===== src/rtl/hdmi_tmds_channel_enc.sv =====
// -----------------------------------------------------------------------------
// hdmi_tmds_channel_enc
//
// One lane of an HDMI 1.4 TMDS encoder. Each clock the lane turns the current
// period type (control, video, guard band, data island) and its payload into
// one 10-bit TMDS symbol. Video uses the DC-balanced 8b/10b transition
// minimising code; data islands use TERC4. Three instances (CHANNEL 0..2)
// form a complete link.
//
// Parameters
//   CHANNEL      lane index 0..2: selects the control-bit source and the
//                guard-band codes
//   PIPE_STAGES  extra output register stages after the encode register
//                (0..4); latency is 1 + PIPE_STAGES in every mode
//
// Ports
//   clk       in   pixel clock
//   reset     in   synchronous, active-high reset
//   mode      in   [2:0] 0 CTRL, 1 VIDEO, 2 VIDEO_GB, 3 TERC4, 4 DATA_GB,
//                  5..7 behave as CTRL
//   h_sync    in   HSYNC (control source on lane 0)
//   v_sync    in   VSYNC (control source on lane 0)
//   ctl       in   [1:0] {CTLn+1,CTLn} control source on lanes 1 and 2
//   aux       in   [3:0] TERC4 nibble for data-island periods
//   data_in   in   [7:0] pixel component for video periods
//   data_out  out  [9:0] TMDS symbol, bit 0 is transmitted first
// -----------------------------------------------------------------------------
module hdmi_tmds_channel_enc #(
  parameter int CHANNEL     = 0,
  parameter int PIPE_STAGES = 2
) (
  input  logic       clk,
  input  logic       reset,
  input  logic [2:0] mode,
  input  logic       h_sync,
  input  logic       v_sync,
  input  logic [1:0] ctl,
  input  logic [3:0] aux,
  input  logic [7:0] data_in,
  output logic [9:0] data_out
);

  typedef enum logic [2:0] {
    MODE_CTRL     = 3'd0,
    MODE_VIDEO    = 3'd1,
    MODE_VIDEO_GB = 3'd2,
    MODE_TERC4    = 3'd3,
    MODE_DATA_GB  = 3'd4
  } mode_e;

  // Control code 00; also the idle symbol the link shows out of reset.
  localparam logic [9:0] SYM_RESET = 10'b1101010100;

  // Guard-band codes. Lane 1 uses the complementary pattern in both guard
  // band types; lanes 0/2 differ between video and data guard bands.
  localparam logic [9:0] SYM_GB_A  = 10'b1011001100;
  localparam logic [9:0] SYM_GB_B  = 10'b0100110011;

  function automatic logic [9:0] ctrl_sym(input logic [1:0] c);
    case (c)
      2'b00:   ctrl_sym = 10'b1101010100;
      2'b01:   ctrl_sym = 10'b0010101011;
      2'b10:   ctrl_sym = 10'b0101010100;
      default: ctrl_sym = 10'b1010101011;
    endcase
  endfunction

  function automatic logic [9:0] terc4(input logic [3:0] n);
    case (n)
      4'd0:    terc4 = 10'b1010011100;
      4'd1:    terc4 = 10'b1001100011;
      4'd2:    terc4 = 10'b1011100100;
      4'd3:    terc4 = 10'b1011100010;
      4'd4:    terc4 = 10'b0101110001;
      4'd5:    terc4 = 10'b0100011110;
      4'd6:    terc4 = 10'b0110001110;
      4'd7:    terc4 = 10'b0100111100;
      4'd8:    terc4 = 10'b1011001100;
      4'd9:    terc4 = 10'b0100111001;
      4'd10:   terc4 = 10'b0110011100;
      4'd11:   terc4 = 10'b1011000110;
      4'd12:   terc4 = 10'b1010001110;
      4'd13:   terc4 = 10'b1001110001;
      4'd14:   terc4 = 10'b0101100011;
      default: terc4 = 10'b1011000011;
    endcase
  endfunction

  function automatic logic [3:0] ones8(input logic [7:0] v);
    ones8 = '0;
    for (int i = 0; i < 8; i++) ones8 = ones8 + {3'b000, v[i]};
  endfunction

  // Running disparity: (#ones - #zeros) sent so far in the current video run.
  logic signed [5:0] cnt;
  logic        [9:0] enc_q;

  // ---------------------------------------------------------------------------
  // Video 8b/10b encode
  // ---------------------------------------------------------------------------
  logic        [3:0] n1_d;
  logic              use_xnor;
  logic        [8:0] q_m;
  logic        [3:0] n1_q;
  logic        [3:0] n0_q;
  logic signed [5:0] diff;       // N1(q_m) - N0(q_m)
  logic        [9:0] video_sym;
  logic signed [5:0] video_cnt;

  always_comb begin
    // NOTE: every signal gets a value before any branch so no path through
    // this block leaves one unassigned, which would infer a latch.
    q_m       = '0;
    video_sym = '0;
    video_cnt = '0;

    n1_d     = ones8(data_in);
    // XNOR chaining when the byte is ones-heavy keeps transitions low.
    use_xnor = (n1_d > 4'd4) || ((n1_d == 4'd4) && !data_in[0]);

    q_m[0] = data_in[0];
    for (int i = 1; i < 8; i++)
      q_m[i] = use_xnor ? ~(q_m[i-1] ^ data_in[i]) : (q_m[i-1] ^ data_in[i]);
    q_m[8] = ~use_xnor;

    n1_q = ones8(q_m[7:0]);
    n0_q = 4'd8 - n1_q;
    diff = {2'b00, n1_q} - {2'b00, n0_q};

    if ((cnt == 6'sd0) || (n1_q == n0_q)) begin
      // Balanced case: bit 9 just records whether bits were inverted.
      video_sym = {~q_m[8], q_m[8], q_m[8] ? q_m[7:0] : ~q_m[7:0]};
      video_cnt = q_m[8] ? (cnt + diff) : (cnt - diff);
    end else if ((!cnt[5] && (n1_q > n0_q)) || (cnt[5] && (n0_q > n1_q))) begin
      // Invert to pull the disparity back towards zero.
      video_sym = {1'b1, q_m[8], ~q_m[7:0]};
      video_cnt = cnt + {4'b0000, q_m[8], 1'b0} - diff;
    end else begin
      video_sym = {1'b0, q_m[8], q_m[7:0]};
      video_cnt = cnt + diff - {4'b0000, ~q_m[8], 1'b0};
    end
  end

  // ---------------------------------------------------------------------------
  // Period-type select
  // ---------------------------------------------------------------------------
  logic [1:0] ctrl_bits;
  logic [9:0] enc_d;
  logic signed [5:0] cnt_d;

  always_comb begin
    ctrl_bits = (CHANNEL == 0) ? {v_sync, h_sync} : ctl;
    enc_d     = ctrl_sym(ctrl_bits);
    cnt_d     = '0;   // any non-video period restarts the disparity count
    case (mode)
      MODE_VIDEO: begin
        enc_d = video_sym;
        cnt_d = video_cnt;
      end
      MODE_VIDEO_GB: enc_d = (CHANNEL == 1) ? SYM_GB_B : SYM_GB_A;
      MODE_TERC4:    enc_d = terc4(aux);
      MODE_DATA_GB:  enc_d = (CHANNEL == 0) ? terc4({2'b11, v_sync, h_sync})
                                            : SYM_GB_B;
      default:       enc_d = ctrl_sym(ctrl_bits);
    endcase
  end

  // NOTE: state registers use non-blocking assignments so every flop samples
  // the pre-edge values regardless of statement order.
  always_ff @(posedge clk) begin
    if (reset) begin
      cnt   <= '0;
      enc_q <= SYM_RESET;
    end else begin
      cnt   <= cnt_d;
      enc_q <= enc_d;
    end
  end

  // ---------------------------------------------------------------------------
  // Output pipeline
  // ---------------------------------------------------------------------------
  generate
    if (PIPE_STAGES == 0) begin : g_no_pipe
      assign data_out = enc_q;
    end else begin : g_pipe
      logic [9:0] pipe_q [PIPE_STAGES];

      // NOTE: the stage array is reset, unlike a plain storage memory, so
      // that a reset mid-stream flushes in-flight symbols on the same edge
      // and the serialiser sees a clean idle code immediately.
      always_ff @(posedge clk) begin
        if (reset) begin
          for (int i = 0; i < PIPE_STAGES; i++) pipe_q[i] <= SYM_RESET;
        end else begin
          pipe_q[0] <= enc_q;
          for (int i = 1; i < PIPE_STAGES; i++) pipe_q[i] <= pipe_q[i-1];
        end
      end

      assign data_out = pipe_q[PIPE_STAGES-1];
    end
  endgenerate

endmodule


===== config.mk =====
export PLATFORM = sky130hd
export DESIGN_NAME = hdmi_tmds_channel_enc
export DESIGN_NICKNAME = d
export VERILOG_FILES = /design/src/rtl/hdmi_tmds_channel_enc.sv
export SDC_FILE = /design/constraint.sdc
export NUM_CORES = 1
export LEC_CHECK = 0
export BUFFER_PORTS_ARGS = -buffer_cell sky130_fd_sc_hd__buf_4
export CAP_MARGIN = 20
export CORE_MARGIN = 2
export CORE_UTILIZATION = 30
export CTS_BUF_LIST = sky130_fd_sc_hd__clkbuf_4
export DETAILED_ROUTE_END_ITERATION = 8
export SLEW_MARGIN = 0
export SYNTH_ARGS = -nofsm -noshare
export SYNTH_HDL_FRONTEND = slang
export SYNTH_SLANG_ARGS = --single-unit
export TNS_END_PERCENT = 10

===== constraint.sdc =====
create_clock -name clk -period 13 [get_ports clk]
set_input_delay 1.95 -clock clk [delete_from_list [all_inputs] [get_ports clk]]
set_output_delay 1.95 -clock clk [all_outputs]
set_load 0.03 [all_outputs]

* After elaboration in Yosys (flattened, before gate mapping)
Memories as Yosys holds them, arrays and structs flattened.
Index checks and enable logic that the tools add are counted.
** Operators by class
- Multiply operators :: 0
- Order comparisons :: 3
- Mux-type cells :: 21
- Div/mod/pow operators :: 0
- Shift operators :: 0
- Add/sub/neg operators :: 22
- Bitwise operators :: 19
- Reductions and logical operators :: 11
- Equality and inequality tests :: 8
** Operator list (count)
- case mux 10 bit (3 select lines) :: 2
- two-way mux 10 bit :: 4
- case mux 10 bit (4 select lines) :: 1
- adder 4 x 1 -> 4 bit :: 8
- two-way mux 6 bit :: 3
- two-way mux 1 bit :: 10
- inverter 1 bit :: 9
- adder 3 x 1 -> 4 bit :: 2
- > comparator 4 bit :: 2
- two-way mux 8 bit :: 1
- inverter 8 bit :: 1
- bitwise XOR 1 bit :: 7
- adder 2 x 1 -> 3 bit :: 2
- adder 6 x 2 -> 6 bit :: 1
- adder 6 x 5 -> 6 bit :: 1
- adder 6 bit :: 1
- == test 3 x 2 -> 1 bit (second input constant) :: 2
- logical NOT 6 bit :: 1
- subtractor 6 x 2 -> 6 bit :: 1
- subtractor 6 x 5 -> 6 bit :: 1
- subtractor 6 bit :: 1
- subtractor 4 x 4 -> 5 bit :: 1
- adder 1 x 1 -> 2 bit :: 2
- == test 4 x 3 -> 1 bit (second input constant) :: 1
- other kinds (13) :: 19
** Word-level totals
- Logic and storage cells :: 88
- Bits of input ports :: 21
- Bits in read-only memories :: 160
- Memory bits (writable) :: 20
- Flip-flop bits (word level) :: 16
- Bits in latches :: 0
- Output and inout bits :: 10
- Memories kept :: 2
** Memory list
- (no name shown) :: depth 16, bits a word 10, read ports 1, clocked after Yosys merged registers in 0, wr ports 0, line 69 : case (n)
- g_pipe.pipe_q :: depth 2, bits a word 10, read ports 2, clocked after Yosys merged registers in 0, wr ports 2, line 187 : logic [9:0] pipe_q [PIPE_STAGES];

* Logic depth before layout (Yosys ltp)
Gate-level depths: netlist of the first run.
- Word-level depth :: 37
- Mapped depth :: 32
- Depth with buffers taken out :: 30

* Worst setup path before layout of the first run
Ideal clock, no wire load.
- Path kind :: input to register
- Start :: in data_in[0]
- End :: reg cnt[5]
- Path slack :: 3.032 ns
- Stages :: 32
- Library setup time :: 0.124 ns
- Arrival :: 9.844 ns
- Required time :: 12.876 ns
- Buffers on the path :: 2
- Cell sequence :: inv_1 > fa_1 > fa_1 > fa_1 > inv_1 > ha_1 > fa_1 > nor3_1 > o22ai_1 > clkbuf_1 > xnor2_1 > fa_1 > fa_1 > inv_1 > fa_1 > ha_1 > fa_1 > nor2_1 > inv_1 > ha_1 > buf_2 > a21oi_1 > o22a_2 > ha_1 > inv_1 > ha_1 > a21oi_1 > maj3_1 > xnor2_1 > mux2i_1 > xnor2_1 > o22ai_1
** On the way
- Word-level cells in the longest chain between the ends :: 36
- Elaborated cells on any way between the ends :: 59
- Classes of those cells :: 22 x add/sub; 3 x order compare; 2 x eq/ne; 10 x mux; 15 x bitwise; 7 x reduce/logical
** Ends and longest elaborated chain
- from (decl) :: line 39 : input logic [7:0] data_in,
- branches (longest 35 deep; another with adder 3 x 1 -> 4 bit)
- two-way mux 6 bit (*) :: line 130 : if ((cnt == 6'sd0) || (n1_q == n0_q)) begin
- to (signal assigned) :: line 175 : cnt <= cnt_d;
- to (decl) :: line 95 : logic signed [5:0] cnt;
Every way passes the cells marked *.
A chain may end at the register's enable or synchronous reset.

* Worst setup path after layout of the first run
- Start :: in data_in[0]
- End :: reg enc_q[6]
** On the way
- Word-level cells in the longest chain between the ends :: 37
- Elaborated cells on any way between the ends :: 53
- Classes of those cells :: 15 x add/sub; 3 x order compare; 2 x eq/ne; 11 x mux; 15 x bitwise; 7 x reduce/logical
** Ends and longest elaborated chain
- branches (longest 35 deep; another with adder 3 x 1 -> 4 bit)
- two-way mux 10 bit (*) :: line 130
- case mux 10 bit (4 select lines) (*) :: line 155 : case (mode)
- to (signal assigned) :: line 176 : enc_q <= enc_d;
- to (decl) :: line 96 : logic [9:0] enc_q;
Marked as above.

==> metrics.txt, run 1 <==
# TYPE chip_impl_metric gauge
chip_impl_metric{name="postSynthRegisterBits",unit=""} 36
chip_impl_metric{name="multi_input_comb_area",unit="mm²"} 0.002150
chip_impl_metric{name="postLayoutCoreUtil",unit="%"} 33.79
chip_impl_metric{name="cp_slowest_stage_delay",unit="ns"} 0.81
chip_impl_info{name="holdCritPathClass",value="reg -> reg"} 1
chip_impl_metric{name="synth_sequential_area_ratio",unit="%"} 22.94
chip_impl_metric{name="share_of_flip_flops_with_an_asynchronous_set_or_reset",unit="%"} 0
chip_impl_metric{name="syn_avg_cell_area",unit="µm²"} 8.561
chip_impl_metric{name="final_design_area_no_fill",unit="mm²"} 0.003457
chip_impl_metric{name="crit_fanout",unit=""} 15
chip_impl_metric{name="detail_route.wl_per_cell",unit="µm"} 11.64
chip_impl_metric{name="cts_hold_buffers",unit=""} 0
chip_impl_metric{name="crit_required",unit="ns"} 13.20
chip_impl_metric{name="synth_warnings",unit=""} 0
chip_impl_metric{name="synth.lib_cells_used.distinct",unit=""} 52
chip_impl_metric{name="cts-htree-levels",unit=""} 2
chip_impl_metric{name="postSynthCellCount",unit=""} 367
chip_impl_info{name="postSynth.topFlopCell",value="sky130_fd_sc_hd__dfxtp_1"} 1
chip_impl_metric{name="mappedNetlistNets",unit=""} 438
chip_impl_info{name="slowest_stage",value="sky130_fd_sc_hd__a32oi_1"} 1
chip_impl_metric{name="design.die.area",unit="mm²"} 0.01131
chip_impl_metric{name="cap_violations",unit=""} 0
chip_impl_info{name="timing.critical_path.to_type",value="flip-flop"} 1
chip_impl_metric{name="die-height",unit="µm"} 106.3
chip_impl_metric{name="wire_length_of_the_first_global_routing_pass",unit="µm"} 10550
chip_impl_metric{name="final-seq-area",unit="µm²"} 720.7
chip_impl_metric{name="antenna_left",unit=""} 0
chip_impl_info{name="root_driver",value="sky130_fd_sc_hd__clkbuf_4"} 1
chip_impl_metric{name="fin_crit",unit="ns"} 10.06
chip_impl_metric{name="slew_headroom",unit="%"} 28.41
chip_impl_metric{name="hold-worst-slack",unit="ns"} 0.4212
chip_impl_metric{name="globalRouteTotalUtil",unit="%"} 11.36
chip_impl_info{name="dominant_combinational_cell_family_by_area_after_synthesis",value="adder cells"} 1
chip_impl_metric{name="growth_of_design_area_from_synthesis_to_finish",unit="%"} 10.04
chip_impl_metric{name="placed_area",unit="mm²"} 0.003401
chip_impl_metric{name="core-area",unit="mm²"} 0.01023
chip_impl_info{name="cpLargestDelayFamily",value="adder cells"} 1
chip_impl_metric{name="drt_first_pass_iters",unit=""} 4
chip_impl_info{name="worst_setup_path_start_kind",value="input port"} 1
chip_impl_metric{name="die_width",unit="µm"} 106.3
chip_impl_metric{name="max_freq",unit="MHz"} 99.40
chip_impl_metric{name="synth-compound-area-share",unit="%"} 15.09
chip_impl_metric{name="number_of_enable_type_register_cells_in_the_synthesized_netlist",unit=""} 0
chip_impl_metric{name="syn-cell-area",unit="mm²"} 0.003142
chip_impl_metric{name="grt_pass1_vias",unit=""} 2355
chip_impl_metric{name="tightest_pin_transition",unit="ns"} 1.074
chip_impl_info{name="tritoncts_clock_tree",value="done"} 1
chip_impl_metric{name="routed_wl",unit="µm"} 6004
chip_impl_metric{name="final.setup_skew",unit="ns"} 0.004249
chip_impl_metric{name="drc",unit=""} 0
chip_impl_metric{name="synth_adder_area_share",unit="%"} 23.10
chip_impl_metric{name="fin_crit_sh",unit="%"} 77.39
chip_impl_metric{name="cts_sink_count",unit=""} 36
chip_impl_metric{name="std_cell_rows",unit=""} 37
chip_impl_metric{name="global_route.overflow_total",unit=""} 0
chip_impl_metric{name="cts_setup_buffers",unit=""} 0
chip_impl_metric{name="setup_viol",unit=""} 0
chip_impl_metric{name="worstSkewPairLatency",unit="ns"} 0.34
chip_impl_metric{name="detail_route.iter0.violations",unit=""} 130
chip_impl_metric{name="antenna_cells_inserted",unit=""} 0
chip_impl_metric{name="dp_hpwl",unit="µm"} 4954
chip_impl_metric{name="cts_made_buffers",unit=""} 5
chip_impl_metric{name="io_buffers",unit=""} 28
chip_impl_metric{name="antenna_found_initial",unit=""} 0
chip_impl_info{name="rsz0062_at_grt",value="false"} 1
chip_impl_metric{name="post_cts.resized_instances",unit=""} 0
chip_impl_metric{name="clk_slew_on_worst_s_h_paths",unit="ns"} 0.11
chip_impl_metric{name="drv_slew",unit=""} 0
chip_impl_metric{name="final_layout_size_suffix_gt1_share",unit="%"} 15.26
chip_impl_info{name="worst_path_most_repeated_cell",value="sky130_fd_sc_hd__fa_1"} 1
chip_impl_metric{name="critical_path.n_buffers_inverters",unit=""} 6
chip_impl_metric{name="vias",unit=""} 2388
chip_impl_metric{name="drt-vias-per-instance",unit=""} 4.628
chip_impl_metric{name="data_arrival_time_at_the_worst_slack_endpoint",unit="ns"} 10.26
chip_impl_metric{name="grt_max_degree",unit=""} 31
chip_impl_metric{name="sum_neg_setup_slack",unit="ns"} 0
chip_impl_info{name="criticalPathCategory",value="in -> reg"} 1
chip_impl_metric{name="final_hold_violation_count",unit=""} 0
chip_impl_metric{name="initial_utilization",unit="%"} 30.71
chip_impl_metric{name="cts.path.max_buffers",unit=""} 2
chip_impl_metric{name="num-fill-cells",unit=""} 1066
chip_impl_metric{name="synthXorXnorAreaFrac",unit="%"} 11.63
chip_impl_metric{name="synth_simple_gate_area_share",unit="%"} 15.89
chip_impl_info{name="outcome",value="complete, no violations"} 1
chip_impl_metric{name="pin_count",unit=""} 31
chip_impl_metric{name="finish.net_count",unit=""} 450
chip_impl_metric{name="synth_mux_area_share",unit="%"} 2.708
chip_impl_metric{name="global_placer_s_final_weighted_congestion",unit=""} 0.8612
-- final cells by class --
cell class	instances	share of cell area, %
clock buffers	5	1.086
clock inverters	3	0.5429
inverters	38	4.126
multi-input cells	269	62.18
flip-flops and latches	36	20.85
well taps	136	4.922
repair buffers	29	6.298
-- registers in the layout, summed over array words and instances (netlist names), named ones only --
register / count
cnt: 5
g_pipe.pipe_q: 20
enc_q: 10
-- cells in the mapped netlist, drive strengths merged, types with 6 or more instances --
library cell / n / area, µm²
a211oi: 8 / 60.06
a21oi: 24 / 123.9
buf: 12 / 83.82
clkbuf: 12 / 45.04
dfxtp: 36 / 720.7
fa: 12 / 240.2
ha: 38 / 475.5
inv: 38 / 142.6
mux2i: 7 / 73.82
nand2: 12 / 45.04
nand2b: 6 / 37.54
nor2: 30 / 112.6
nor2b: 14 / 87.58
nor3: 13 / 65.06
o21ai: 12 / 60.06
o22ai: 6 / 37.54
or2: 12 / 75.07
xnor2: 26 / 235.2
xor2: 14 / 130.1
-- worst reg2reg max path, cell delays in order, from the launching register on --
cell and delay [ns]:
sky130_fd_sc_hd__dfxtp_1 0.39, sky130_fd_sc_hd__inv_1 0.12, sky130_fd_sc_hd__fa_1 0.54, sky130_fd_sc_hd__inv_1 0.07
sky130_fd_sc_hd__fa_1 0.41, sky130_fd_sc_hd__a221o_1 0.30, sky130_fd_sc_hd__o21ai_0 0.11, sky130_fd_sc_hd__xor2_1 0.17
sky130_fd_sc_hd__mux2i_1 0.10, sky130_fd_sc_hd__xnor2_1 0.20, sky130_fd_sc_hd__o22ai_1 0.09
-- stage by stage --
stage / worst slack, ns / instances
2_1_floorplan: 3.032 / 367
3_3_place_gp: 2.720 / 508
3_5_place_dp: 2.568 / 508
4_1_cts: 2.902 / 516
5_1_grt: 2.407 / 516
6_report: 2.939 / 516
-- worst paths after layout --
path / startpoint / endpoint / slack [ns] / cells past startpoint
max: data_in[0] / enc_q[6] / 2.94 / 28
min: enc_q[8] / g_pipe.pipe_q[0][8] / 0.42 / 1
max reg2reg: cnt[1] / cnt[5] / 10.39 / 10
min reg2reg: enc_q[8] / g_pipe.pipe_q[0][8] / 0.42 / 1
-- placed cells by master, fill, tap and decap left out, types with 6 or more instances in the layout --
master / Yosys / layout
sky130_fd_sc_hd__mux2i_1: 6 / 6
sky130_fd_sc_hd__buf_4: 10 / 29
sky130_fd_sc_hd__nor2b_1: 14 / 14
sky130_fd_sc_hd__a211oi_1: 8 / 8
sky130_fd_sc_hd__fa_1: 12 / 12
sky130_fd_sc_hd__o22ai_1: 6 / 6
sky130_fd_sc_hd__nand2_1: 12 / 12
sky130_fd_sc_hd__a21oi_1: 23 / 23
sky130_fd_sc_hd__xnor2_1: 25 / 25
sky130_fd_sc_hd__nor2_1: 30 / 30
sky130_fd_sc_hd__inv_1: 37 / 37
sky130_fd_sc_hd__nand2b_1: 6 / 6
sky130_fd_sc_hd__dfxtp_1: 36 / 36
sky130_fd_sc_hd__ha_1: 38 / 38
sky130_fd_sc_hd__xor2_1: 13 / 13
sky130_fd_sc_hd__nor3_1: 13 / 13
sky130_fd_sc_hd__or2_2: 12 / 12
sky130_fd_sc_hd__o21ai_0: 12 / 12
-- routing by layer --
metal / up-vias / global-route usage (%) / routed length [µm] / share of wire [%]
li1: 1244 / - / - / -
met4: 0 / 3.665 / 96 / 1.6
met3: 9 / 1.717 / 266 / 4.4
met2: 62 / 19.23 / 2804 / 47
met5: - / 0 / 0 / 0
met1: 1073 / 14.79 / 2837 / 47
-- cell families (layout without fill, tap and decap cells) --
family / Yosys count / in the layout
mux: 8 / 8
xor+xnor: 40 / 40
compound gates: 71 / 71
flops: 36 / 36
buf+inv: 62 / 75
simple gates: 99 / 99
fa+ha+maj: 51 / 51
Power of run 1 is left out: the tool's default activity adds up to more than one toggle a clock period on the data nets, which glitch-free logic cannot reach.
==> run 2: changes to the inputs <==
Clock period 13 ns to 9.3 ns, I/O delays scaled along.
==> run 2 against run 1 <==
Clock-buffer cell count is the same; critical path type unchanged; sequential share of layout area shrank 0.71 points; global-route usage shrank 0.30 points; flip-flop and latch count is the same; largest cell class unchanged; hold slack lost 0.018 ns; highest routed layer unchanged; die area is the same; final area grew 3.5%; routed wire length grew 0.60%.
==> metrics.txt, run 2 (synthesized netlist as in run 1, its figures left out) <==
# TYPE chip_impl_metric gauge
chip_impl_metric{name="grt_pass1_vias",unit=""} 2374
chip_impl_metric{name="drc",unit=""} 0
chip_impl_metric{name="final_hold_violation_count",unit=""} 0
chip_impl_info{name="root_driver",value="sky130_fd_sc_hd__clkbuf_4"} 1
chip_impl_info{name="criticalPathCategory",value="in -> reg"} 1
chip_impl_metric{name="data_arrival_time_at_the_worst_slack_endpoint",unit="ns"} 9.09
chip_impl_metric{name="die_width",unit="µm"} 106.3
chip_impl_info{name="layout_commonest_cell",value="sky130_fd_sc_hd__buf_4"} 1
chip_impl_info{name="worst_path_most_repeated_cell",value="sky130_fd_sc_hd__fa_1"} 1
chip_impl_metric{name="worstSkewPairLatency",unit="ns"} 0.32
chip_impl_metric{name="growth_of_design_area_from_synthesis_to_finish",unit="%"} 13.94
chip_impl_metric{name="cts_made_buffers",unit=""} 5
chip_impl_metric{name="hold-worst-slack",unit="ns"} 0.4030
chip_impl_metric{name="antenna_left",unit=""} 0
chip_impl_metric{name="fin_crit",unit="ns"} 8.873
chip_impl_info{name="setup.worst_path.end",value="cnt[5]"} 1
chip_impl_metric{name="cts.path.max_buffers",unit=""} 2
chip_impl_metric{name="tightest_pin_transition",unit="ns"} 0.5634
chip_impl_metric{name="post_layout_cell_count",unit=""} 526
chip_impl_metric{name="place_inst",unit=""} 518
chip_impl_metric{name="design.die.area",unit="mm²"} 0.01131
chip_impl_metric{name="vias",unit=""} 2354
chip_impl_metric{name="die-height",unit="µm"} 106.3
chip_impl_info{name="holdCritPathClass",value="reg -> reg"} 1
chip_impl_metric{name="io_buffers",unit=""} 28
chip_impl_info{name="critical_path.reg2reg.endpoint",value="cnt[5]"} 1
chip_impl_info{name="timing.critical_path.to_type",value="flip-flop"} 1
chip_impl_info{name="largestRegisters",value="g_pipe.pipe_q (20), enc_q (10), cnt (5)"} 1
chip_impl_metric{name="num-fill-cells",unit=""} 1060
chip_impl_metric{name="antenna_found_initial",unit=""} 0
chip_impl_metric{name="cap_violations",unit=""} 0
chip_impl_metric{name="cts-htree-levels",unit=""} 2
chip_impl_metric{name="global_route.overflow_total",unit=""} 0
chip_impl_metric{name="detail_route.iter0.violations",unit=""} 158
chip_impl_metric{name="pin_count",unit=""} 31
chip_impl_metric{name="cts_hold_buffers",unit=""} 0
chip_impl_metric{name="initial_utilization",unit="%"} 30.71
chip_impl_metric{name="cp_slowest_stage_delay",unit="ns"} 0.58
chip_impl_metric{name="r2r_slack",unit="ns"} 6.73
chip_impl_metric{name="fin_crit_sh",unit="%"} 95.41
chip_impl_metric{name="global_placer_s_final_weighted_congestion",unit=""} 0.8811
chip_impl_metric{name="antenna_cells_inserted",unit=""} 0
chip_impl_info{name="layout_common_cells",value="sky130_fd_sc_hd__buf_4 (39), sky130_fd_sc_hd__ha_1 (38), sky130_fd_sc_hd__inv_1 (37), sky130_fd_sc_hd__dfxtp_1 (36), sky130_fd_sc_hd__nor2_1 (29)"} 1
chip_impl_info{name="timing.critical_path.from",value="data_in[0]"} 1
chip_impl_metric{name="clk_slew_on_worst_s_h_paths",unit="ns"} 0.11
chip_impl_metric{name="crit_required",unit="ns"} 9.51
chip_impl_metric{name="dp_hpwl",unit="µm"} 5010
chip_impl_info{name="outcome",value="complete, no violations"} 1
chip_impl_metric{name="drt-vias-per-instance",unit=""} 4.475
chip_impl_metric{name="sum_neg_setup_slack",unit="ns"} 0
chip_impl_metric{name="largest_reg_flops",unit=""} 20
chip_impl_metric{name="globalRouteTotalUtil",unit="%"} 11.06
chip_impl_info{name="slowest_stage",value="sky130_fd_sc_hd__fa_1"} 1
chip_impl_info{name="worst_setup_path_start_kind",value="input port"} 1
chip_impl_metric{name="detail_route.wl_per_cell",unit="µm"} 11.48
chip_impl_metric{name="core-area",unit="mm²"} 0.01023
chip_impl_metric{name="wire_length_of_the_first_global_routing_pass",unit="µm"} 10350
chip_impl_metric{name="min_delay_path_depth",unit=""} 1
chip_impl_info{name="rsz0062_at_grt",value="false"} 1
chip_impl_metric{name="final.setup_skew",unit="ns"} 0.01125
chip_impl_metric{name="routed_wl",unit="µm"} 6040
chip_impl_metric{name="crit_fanout",unit=""} 7
chip_impl_info{name="rr_startpoint",value="cnt[1]"} 1
chip_impl_metric{name="postLayoutCoreUtil",unit="%"} 34.99
chip_impl_metric{name="drv_slew",unit=""} 0
chip_impl_metric{name="slew_headroom",unit="%"} 62.17
chip_impl_metric{name="max_freq",unit="MHz"} 112.7
chip_impl_metric{name="drt_first_pass_iters",unit=""} 4
chip_impl_metric{name="std_cell_rows",unit=""} 37
chip_impl_info{name="registers.top_by_ff_count",value="g_pipe.pipe_q"} 1
chip_impl_info{name="tritoncts_clock_tree",value="done"} 1
chip_impl_metric{name="setup_viol",unit=""} 0
chip_impl_metric{name="worstRegToRegCells",unit=""} 10
chip_impl_metric{name="grt_max_degree",unit=""} 31
chip_impl_metric{name="cts_sink_count",unit=""} 36
chip_impl_metric{name="final_layout_size_suffix_gt1_share",unit="%"} 18.72
chip_impl_metric{name="finish.net_count",unit=""} 460
[run 2: cell count changes in the layout (fill, tap and decap cells not counted), sizes merged]
cell,before,now
clkinv,3,1
clkinvlp,0,1
buf,29,39
bufinv,0,1
[run 2: worst min path at each step]
stage | startpoint | endpoint | slack (ns)
final | g_pipe.pipe_q[0][8] | g_pipe.pipe_q[0][18] | 0.40
after global routing | g_pipe.pipe_q[0][8] | g_pipe.pipe_q[0][18] | 0.42
after CTS | g_pipe.pipe_q[0][8] | g_pipe.pipe_q[0][18] | 0.40
after detailed placement | enc_q[4] | g_pipe.pipe_q[0][4] | 0.40
after global placement | g_pipe.pipe_q[0][4] | g_pipe.pipe_q[0][14] | 0.40
after floorplan | g_pipe.pipe_q[0][2] | g_pipe.pipe_q[0][12] | 0.39
[run 2: timing repair]
item,4_1_cts,5_1_grt
setup buffers,0,0
resized for setup,0,5
hold endpoints to repair,0,0
setup endpoints to repair,0,2
[run 2: routing by layer]
metal	wire, µm	track usage, %
met1	2947	13.94
met2	2853	19.92
met3	195	1.471
met4	44	2.538
met5	0	0
[run 2: final cells by class]
class / instances / area (µm²) / area share [%]
Sequential cell: 36 / 720.7 / 20.13
Tap cell: 136 / 170.2 / 4.754
Multi-Input combinational cell: 269 / 2173 / 60.71
Timing Repair Buffer: 39 / 292.8 / 8.179
Clock buffer: 5 / 37.54 / 1.049
Inverter: 38 / 142.6 / 3.985
Clock inverter: 3 / 42.54 / 1.188
[run 2: through the flow]
step           worst slack, ns  cell area, µm²
6_report                0.4266            3580
5_1_grt                0.03623            3580
4_1_cts                 0.2727            3556
3_5_place_dp          -0.04718            3476
3_3_place_gp            0.1014            3476
2_1_floorplan          0.05498            3143
[run 2: worst max-delay path: cells and delay by family]
| family | cells | cell delay, ns |
|---|---|---|
| AO/OA/AOI/OAI | 6 | 1.04 |
| XOR/XNOR | 3 | 0.56 |
| adder cells (fa/ha/maj) | 12 | 5.06 |
| buffers and inverters | 7 | 0.65 |
| multiplexers | 1 | 0.10 |
| AND/OR/NAND/NOR | 3 | 0.30 |
Power of run 2 is left out for the same reason.
